`config.mk`:
```
export PLATFORM = sky130hd
export DESIGN_NAME = counter_4bit_down_reload_flat
export DESIGN_NICKNAME = d
export VERILOG_FILES = /design/src/rtl/counter_4bit_down_reload_if.sv /design/src/rtl/counter_4bit_down_reload.sv /design/src/flat_wrapper.sv
export SDC_FILE = /design/constraint.sdc
export NUM_CORES = 1
export LEC_CHECK = 0
export BUFFER_PORTS_ARGS = -buffer_cell sky130_fd_sc_hd__buf_2
export CORE_MARGIN = 3
export CORE_UTILIZATION = 45
export CTS_CLUSTER_DIAMETER = 50
export CTS_CLUSTER_SIZE = 12
export DETAILED_ROUTE_END_ITERATION = 10
export GPL_TIMING_DRIVEN = 0
export PLACE_DENSITY = 0.77
export SYNTH_ARGS = -nofsm -noshare
export SYNTH_HDL_FRONTEND = slang
export SYNTH_SLANG_ARGS = --single-unit
```
`constraint.sdc`:
```
create_clock -name clk -period 1.61 [get_ports clk]
set_input_delay 0.0805 -clock clk [delete_from_list [all_inputs] [get_ports clk]]
set_output_delay 0.0805 -clock clk [all_outputs]
set_load 0.01 [all_outputs]
```
`src/rtl/counter_4bit_down_reload_if.sv`:
```
// Control/status bundle for counter_4bit_down_reload.
//   master: drives en, load, d, reload_en; observes q, tc, done, running.
//   slave : the counter side of the same signals.
// Port summary:
//   en        count enable
//   load      load strobe, captures d into the count and the reload register
//   d         value to load (WIDTH bits)
//   reload_en 1 = periodic auto-reload, 0 = one-shot
//   q         current count (WIDTH bits)
//   tc        terminal-count pulse, one cycle wide
//   done      sticky one-shot completion flag
//   running   high while the counter is actively counting
interface counter_4bit_down_reload_if #(
  parameter int unsigned WIDTH = 4
) ();
  logic             en;
  logic             load;
  logic [WIDTH-1:0] d;
  logic             reload_en;
  logic [WIDTH-1:0] q;
  logic             tc;
  logic             done;
  logic             running;

  modport master (
    output en, load, d, reload_en,
    input  q, tc, done, running
  );

  modport slave (
    input  en, load, d, reload_en,
    output q, tc, done, running
  );
endinterface

```
`src/rtl/counter_4bit_down_reload.sv`:
```
// Programmable interval timer: counts a loaded value down to zero and flags
// terminal count. One-shot mode stops at zero with a sticky done flag;
// periodic mode reloads the last loaded value and keeps running.
// Ports:
//   clk  rising-edge clock
//   rst  synchronous active-high reset, overrides every other input
//   bus  slave side of counter_4bit_down_reload_if (en, load, d, reload_en
//        in; q, tc, done, running out)
module counter_4bit_down_reload #(
  parameter int unsigned WIDTH = 4
) (
  input logic                       clk,
  input logic                       rst,
  counter_4bit_down_reload_if.slave bus
);

  typedef enum logic [1:0] {StIdle, StCount, StDone} state_e;

  state_e           state_q, state_d;
  logic [WIDTH-1:0] q_q, q_d;
  logic [WIDTH-1:0] reload_q, reload_d;
  logic             tc_q, tc_d;
  logic             done_q, done_d;

  localparam logic [WIDTH-1:0] One = WIDTH'(1);

  always_comb begin
    state_d  = state_q;
    q_d      = q_q;
    reload_d = reload_q;
    done_d   = done_q;
    tc_d     = 1'b0;  // tc is a single-cycle pulse unless re-asserted below

    if (bus.load) begin
      q_d      = bus.d;
      reload_d = bus.d;
      if (bus.d != '0) begin
        state_d = StCount;
        done_d  = 1'b0;
      end else begin
        // Loading zero expires immediately without a tc pulse.
        state_d = StDone;
        done_d  = 1'b1;
      end
    end else begin
      unique case (state_q)
        StIdle: ;
        StCount: begin
          if (bus.en) begin
            if (q_q > One) begin
              q_d = q_q - One;
            end else if (q_q == One) begin
              tc_d = 1'b1;
              if (bus.reload_en) begin
                // Periodic: jump straight to the reload value, never showing 0.
                q_d = reload_q;
              end else begin
                q_d     = '0;
                done_d  = 1'b1;
                state_d = StDone;
              end
            end
            // q_q == 0 cannot occur in StCount; hold rather than wrap.
          end
        end
        StDone: ;
        default: state_d = StIdle;
      endcase
    end
  end

  always_ff @(posedge clk) begin
    if (rst) begin
      state_q  <= StIdle;
      q_q      <= '0;
      reload_q <= '0;
      tc_q     <= 1'b0;
      done_q   <= 1'b0;
    end else begin
      state_q  <= state_d;
      q_q      <= q_d;
      reload_q <= reload_d;
      tc_q     <= tc_d;
      done_q   <= done_d;
    end
  end

  assign bus.q       = q_q;
  assign bus.tc      = tc_q;
  assign bus.done    = done_q;
  assign bus.running = (state_q == StCount);

endmodule

```
`src/flat_wrapper.sv`:
```
// flat-port wrapper written by rule: the top's interface ports become plain ports
module counter_4bit_down_reload_flat 
#(
  parameter int unsigned WIDTH = 4
)
  (clk, rst, bus_en, bus_load, bus_d, bus_reload_en, bus_q, bus_tc, bus_done, bus_running);
  counter_4bit_down_reload_if #(.WIDTH(WIDTH)) bus_i ();
  input logic clk;
  input logic rst;
  input wire logic [$bits(bus_i.en)-1:0] bus_en;
  input wire logic [$bits(bus_i.load)-1:0] bus_load;
  input wire logic [$bits(bus_i.d)-1:0] bus_d;
  input wire logic [$bits(bus_i.reload_en)-1:0] bus_reload_en;
  output wire logic [$bits(bus_i.q)-1:0] bus_q;
  output wire logic [$bits(bus_i.tc)-1:0] bus_tc;
  output wire logic [$bits(bus_i.done)-1:0] bus_done;
  output wire logic [$bits(bus_i.running)-1:0] bus_running;
  assign bus_i.en = bus_en;
  assign bus_i.load = bus_load;
  assign bus_i.d = bus_d;
  assign bus_i.reload_en = bus_reload_en;
  assign bus_q = bus_i.q;
  assign bus_tc = bus_i.tc;
  assign bus_done = bus_i.done;
  assign bus_running = bus_i.running;
  counter_4bit_down_reload #(.WIDTH(WIDTH)) u_core (.clk(clk), .rst(rst), .bus(bus_i));
endmodule
```
# == After elaboration in Yosys (flattened, before gate mapping) ==
# Cells that the tools add are included.
# totals
ff_bits,12
inputBits,9
output_inout_bits,7
wordCells,51
# op_classes
addsub,1
order_cmp,1
eq_ne,10
muxes,21
bitwise_logic,2
reduce_logical,11
# op_table
cell,n
$mux 4,6
$mux 2,6
$reduce_and 5->1,2
$ne 3x3->1 const B,3
$mux 1,8
$reduce_bool 2->1,3
$reduce_or 5->1,1
$eq 4x1->1 const B,1
$gt 4x1->1 const B,1
$ne 2x2->1 const B,2
$pmux 2 s2,1
$reduce_bool 4->1,1
$sub 4x1->4 const B,1
$ne 3x2->1 const B,1
$reduce_and 3->1,1
$reduce_bool 3->1,1
$eq 2x1->1 const B,1
$eq 2x2->1 const B,1
$logic_not 2->1,1
$ne 2x1->1 const B,1
$not 1->1,2
$reduce_or 2->1,1

# == Logic depth before layout (Yosys ltp) ==
# logic_depth
ltp_word,6
mapped_depth,7
mapped_depth_nobuf,6

# == Worst setup path after synthesis ==
# No wires, ideal clock.
# synth_timing
kind,flip-flop to flip-flop
from,"register u_core.q_q[1], in the netlist u_core.bus.q[1]"
to,"register u_core.q_q[2], in the netlist u_core.bus.q[2]"
setup_time_ns,0.138
arrival_ns,1.442
t_required_ns,1.472
setup_slack_ns,0.030
stages_incl_launch_ff,8
path_buffers,1
synth_period_minus_slack_ns,1.580
path_cell_list,dfxtp_1 > inv_1 > ha_1 > buf_2 > and4b_1 > a211o_1 > a21oi_1 > o32ai_1
# synth_via
elab_chain_len,5
elab_cells_between_ends,9
cone_classes,add/sub: 1; order compare: 1; eq/ne: 1; mux: 4; reduce/logical: 2
# synth_rtl
item,line,rtl
"start, declared",counter_4bit_down_reload.sv:20,"logic [WIDTH-1:0] q_q, q_d;"
"start signal, assigned",counter_4bit_down_reload.sv:81,q_q <= q_d;
$sub 4x1->4 or $gt 4x1->1 (tied branches),"counter_4bit_down_reload.sv:51, counter_4bit_down_reload.sv:50",
$mux 4,counter_4bit_down_reload.sv:50,if (q_q > One) begin
$mux 4,counter_4bit_down_reload.sv:49,if (bus.en) begin
$mux 4,counter_4bit_down_reload.sv:46,unique case (state_q)
$mux 4,counter_4bit_down_reload.sv:34,if (bus.load) begin
# Several ways; a longest one is shown, not always the timed one. The select of a mux whose other input is x is not followed.
# A chain may end at the register's enable or synchronous reset.

# == Final worst setup path ==
# Ends and elaborated chain as after synthesis.

==> run_results.csv <==
group,metric,value,unit
outcome,run_status,"finished, final reports clean",
logic_synthesis,yosys.area_share.simple,0.244,
finish,nNetsFinal,103,
worst_setup_path,timing.critical_path.buf_inv,2,
finish,final.fill_count,120,
cts,cts_buffer_depth,2,
finish,area.growth.synth_to_final,23.1,%
placement,placement_stage_worst_setup_slack,-42.5,ps
cts,ctsHtreeMaxLevel,1,
sta,final.setup.tns,0,ps
floorplanning,die-height,44.8,um
sta,setup_viol,0,
finish,antenna_cells,0,
floorplanning,core_area,0.00135,mm^2
logic_synthesis,post_synth_fa_ha_maj_area_fraction,0.0370,
power,vdd_ir_drop_max,576,uV
drt,routed-via-count,604,
floorplanning,top_level_ports,16,
sta,relSlewSlack,0.694,
cts,cts_sinks,12,
logic_synthesis,dominantRegCellSynth,"sky130_fd_sc_hd__dfxtp_1",
cts,cts_hold_buffers,0,
grt,groute.usage.overall,0.169,
logic_synthesis,synth-xor-area-share,0,
floorplanning,placement_rows,13,
logic_synthesis,synth-compound-area-share,0.301,
hold_path,hold_path_startpoint,"bus_en",
grt,largest_net_degree_at_the_start_of_global_routing,11,
worst_setup_path,worstSetupStartpointType,"flop",
placement,place.port_buffers,15,
sta,clock-skew-final,4.44,ps
logic_synthesis,seq_area_frac_synth,0.355,
logic_synthesis,yosysUniqueCellTypes,33,
drt,route.detailed.vias_per_inst,5.70,
worst_setup_path,critical_path.max_stage_delay,360,ps
drt,wirelength,1.40,mm
sta,slew_viol_final,0,
sta,hold_viol,0,
floorplanning,floorplan.die.width,44.8,um
logic_synthesis,post_synthesis_cell_type_with_the_largest_combined_area,"sky130_fd_sc_hd__dfxtp_1",
logic_synthesis,synthDominantCellAreaShare,0.355,
drt,first_iter_violations,9,
logic_synthesis,synth_top_family_by_area,"compound AO/OA/AOI/OAI gates",
finish,finish.instance_area,833,um^2
cts,root_driver,"sky130_fd_sc_hd__clkbuf_4",
logic_synthesis,synthesis.area_per_instance,9.40,um^2
worst_setup_path,r2r-end,"u_core.bus.q[2]$_SDFFE_PP0P_",
finish,layout_commonest_cell,"sky130_fd_sc_hd__buf_2",
worst_setup_path,crit_chain,"inv_1 > ha_1 > buf_6 > and4b_1 > a211o_1 > a21oi_1 > o32ai_1",
hold_path,hp-class,"primary input to flop",
logic_synthesis,synthesized_netlist_net_count,83,
sta,timing.fmax,0.659,GHz
sta,setup_slack,92.4,ps
power,fin_total_pwr,719,uW
logic_synthesis,edff_count_synth,0,
logic_synthesis,ys_top_cells_by_area,"sky130_fd_sc_hd__dfxtp_1 35%, sky130_fd_sc_hd__o32ai_2 4.8%, sky130_fd_sc_hd__nor2_1 3.9%",
worst_setup_path,crit_slowest_cell,"sky130_fd_sc_hd__dfxtp_4",
worst_setup_path,cp_data_arrival_time,1670,ps
worst_setup_path,crit_family,"compound AO/OA/AOI/OAI gates",
finish,area_occupied_by_multi_input_gates,414,um^2
drt,drcViolationCount,0,
drt,drtAntennaViolNets,0,
floorplanning,initial_utilization,0.501,
floorplanning,design.die.area,0.00201,mm^2
placement,place_congestion,0.707,
logic_synthesis,yosysWarningCount,0,
finish,fin_util,0.617,
logic_synthesis,async_flop_share,0,
finish,most-common-layout-cells,"15 x sky130_fd_sc_hd__buf_2, 10 x sky130_fd_sc_hd__dfxtp_1, 7 x sky130_fd_sc_hd__nor2_1, 5 x sky130_fd_sc_hd__nand2_1, 5 x sky130_fd_sc_hd__a21oi_1",
sta,tightestPinTransition,460,ps
cts,clk-insertion-delay-late,280,ps
grt,grt_first_pass_wirelength,2.37,mm
job,maxCapViolCount,0,
worst_setup_path,ff2ff_setup_slack,90,ps
logic_synthesis,synthMuxAreaShare,0.0148,
logic_synthesis,netlist_area,677,um^2
worst_setup_path,reg2reg_depth,7,
hold_path,min_to,"u_core.bus.tc$_SDFF_PP0_",
sta,crit_path_time_final,1520,ps
drt,drt-wirelength-per-cell,13.2,um
worst_setup_path,cp_data_required_time,1760,ps
grt,globalRouteOverflowTotal,0,
sta,period_utilization,0.943,
power,static-leakage-power,0.374,nW
cts,cts_made_buffers,3,
worst_setup_path,critPathMaxFanout,10,
drt,drt_pass1_iterations,4,
worst_setup_path,critPathKind,"flop to flop",
power,power_density,863,mW/mm^2
cts,cts_tree,"yes",
finish,post_route_cells_drive_above_1_share,0.341,
finish,register_area,248,um^2
hold_path,hold_depth,3,
worst_setup_path,rr_startpoint,"u_core.bus.q[1]$_SDFFE_PP0P_",
placement,postPlaceCellArea,771,um^2
grt,first_global_vias,542,
worst_setup_path,crit_path_end_kind,"flop",
logic_synthesis,synthesis.instances,72,
logic_synthesis,synth.ff_latch_count,12,
cts,clk_pin_slew_worst_paths,70,ps
grt,grt_antenna_before_repair,0,
placement,hpwl_detailed,1.08,mm
cell type report:
cell class | count | area share
inverter | 4 | 0.0180
tap | 15 | 0.0225
sequential | 12 | 0.297
timing repair buffer | 16 | 0.0991
clock buffer | 4 | 0.0435
buffer | 3 | 0.0225
multi-input combinational | 52 | 0.497
tightest hold or removal path, stage by stage:
cell and delay (ps):
sky130_fd_sc_hd__buf_2 120, sky130_fd_sc_hd__nand4_1 80, sky130_fd_sc_hd__nor2_1 40
sequential cells by signal, summed over array words and instances (netlist names):
signal,flops
u_core.bus.done,1
u_core.bus.q,4
u_core.bus.tc,1
u_core.reload_q,4
u_core.state_q,2
synthesized netlist by cell type (all sizes together), types with 2 or more instances:
master / count
o211a: 2
o31a: 2
dfxtp: 12
nand2: 5
a21oi: 5
buf: 3
inv: 4
nor2: 8
nand2b: 4
o41ai: 2
o32ai: 3
nor2b: 2
ha: 2
o2111ai: 2
logic make-up after synthesis:
family | after synthesis
AO/OA/AOI/OAI | 22
buffers and inverters | 8
adder cells (fa/ha/maj) | 2
multiplexers | 1
flip-flops | 12
AND/OR/NAND/NOR | 27
how the worst max path moves through the flow:
stage,start,end,slack [ps],cells past startpoint
final,u_core.bus.q[1]$_SDFFE_PP0P_,u_core.bus.q[2]$_SDFFE_PP0P_,90,7
after global routing,u_core.bus.q[1]$_SDFFE_PP0P_,u_core.bus.q[3]$_SDFFE_PP0P_,-10,7
after detailed placement,u_core.bus.q[1]$_SDFFE_PP0P_,u_core.bus.q[2]$_SDFFE_PP0P_,-40,7
after CTS,u_core.bus.q[1]$_SDFFE_PP0P_,u_core.bus.q[2]$_SDFFE_PP0P_,20,7
after floorplan,u_core.bus.q[1]$_SDFFE_PP0P_,u_core.bus.q[2]$_SDFFE_PP0P_,30,7
after global placement,u_core.bus.q[1]$_SDFFE_PP0P_,u_core.bus.q[2]$_SDFFE_PP0P_,-2,7
power breakdown:
group | leakage, nW | internal [mW] | switching [mW]
Clock | 0.0210 | 0.138 | 0.103
Combinational | 0.253 | 0.0679 | 0.0791
Sequential | 0.100 | 0.314 | 0.0181
through the flow:
| stage | instances | hold WS [ps] |
|---|---|---|
| global placement | 102 | 349 |
| floorplan | 72 | 223 |
| global route | 106 | 77.2 |
| detailed placement | 102 | 368 |
| CTS | 106 | 79.1 |
| finish | 106 | 77.0 |
repair_timing:
| action | in CTS | in global routing |
|---|---|---|
| setup buffers | 0 | 1 |
| cloned | 0 | 0 |
| hold endpoints to repair | 0 | 0 |
| endpoints found under the setup margin | 4 | 4 |
| pin swaps | 0 | 4 |
| gates resized for setup | 2 | 7 |
metal layers:
layer,up-vias,global-route usage,wire length [um]
li1,307,-,-
met1,273,0.212,645
met2,18,0.244,622
met3,6,0.0359,88
met4,0,0.140,47
met5,-,0,0
Note: power is estimated with default switching activity, not from simulation.
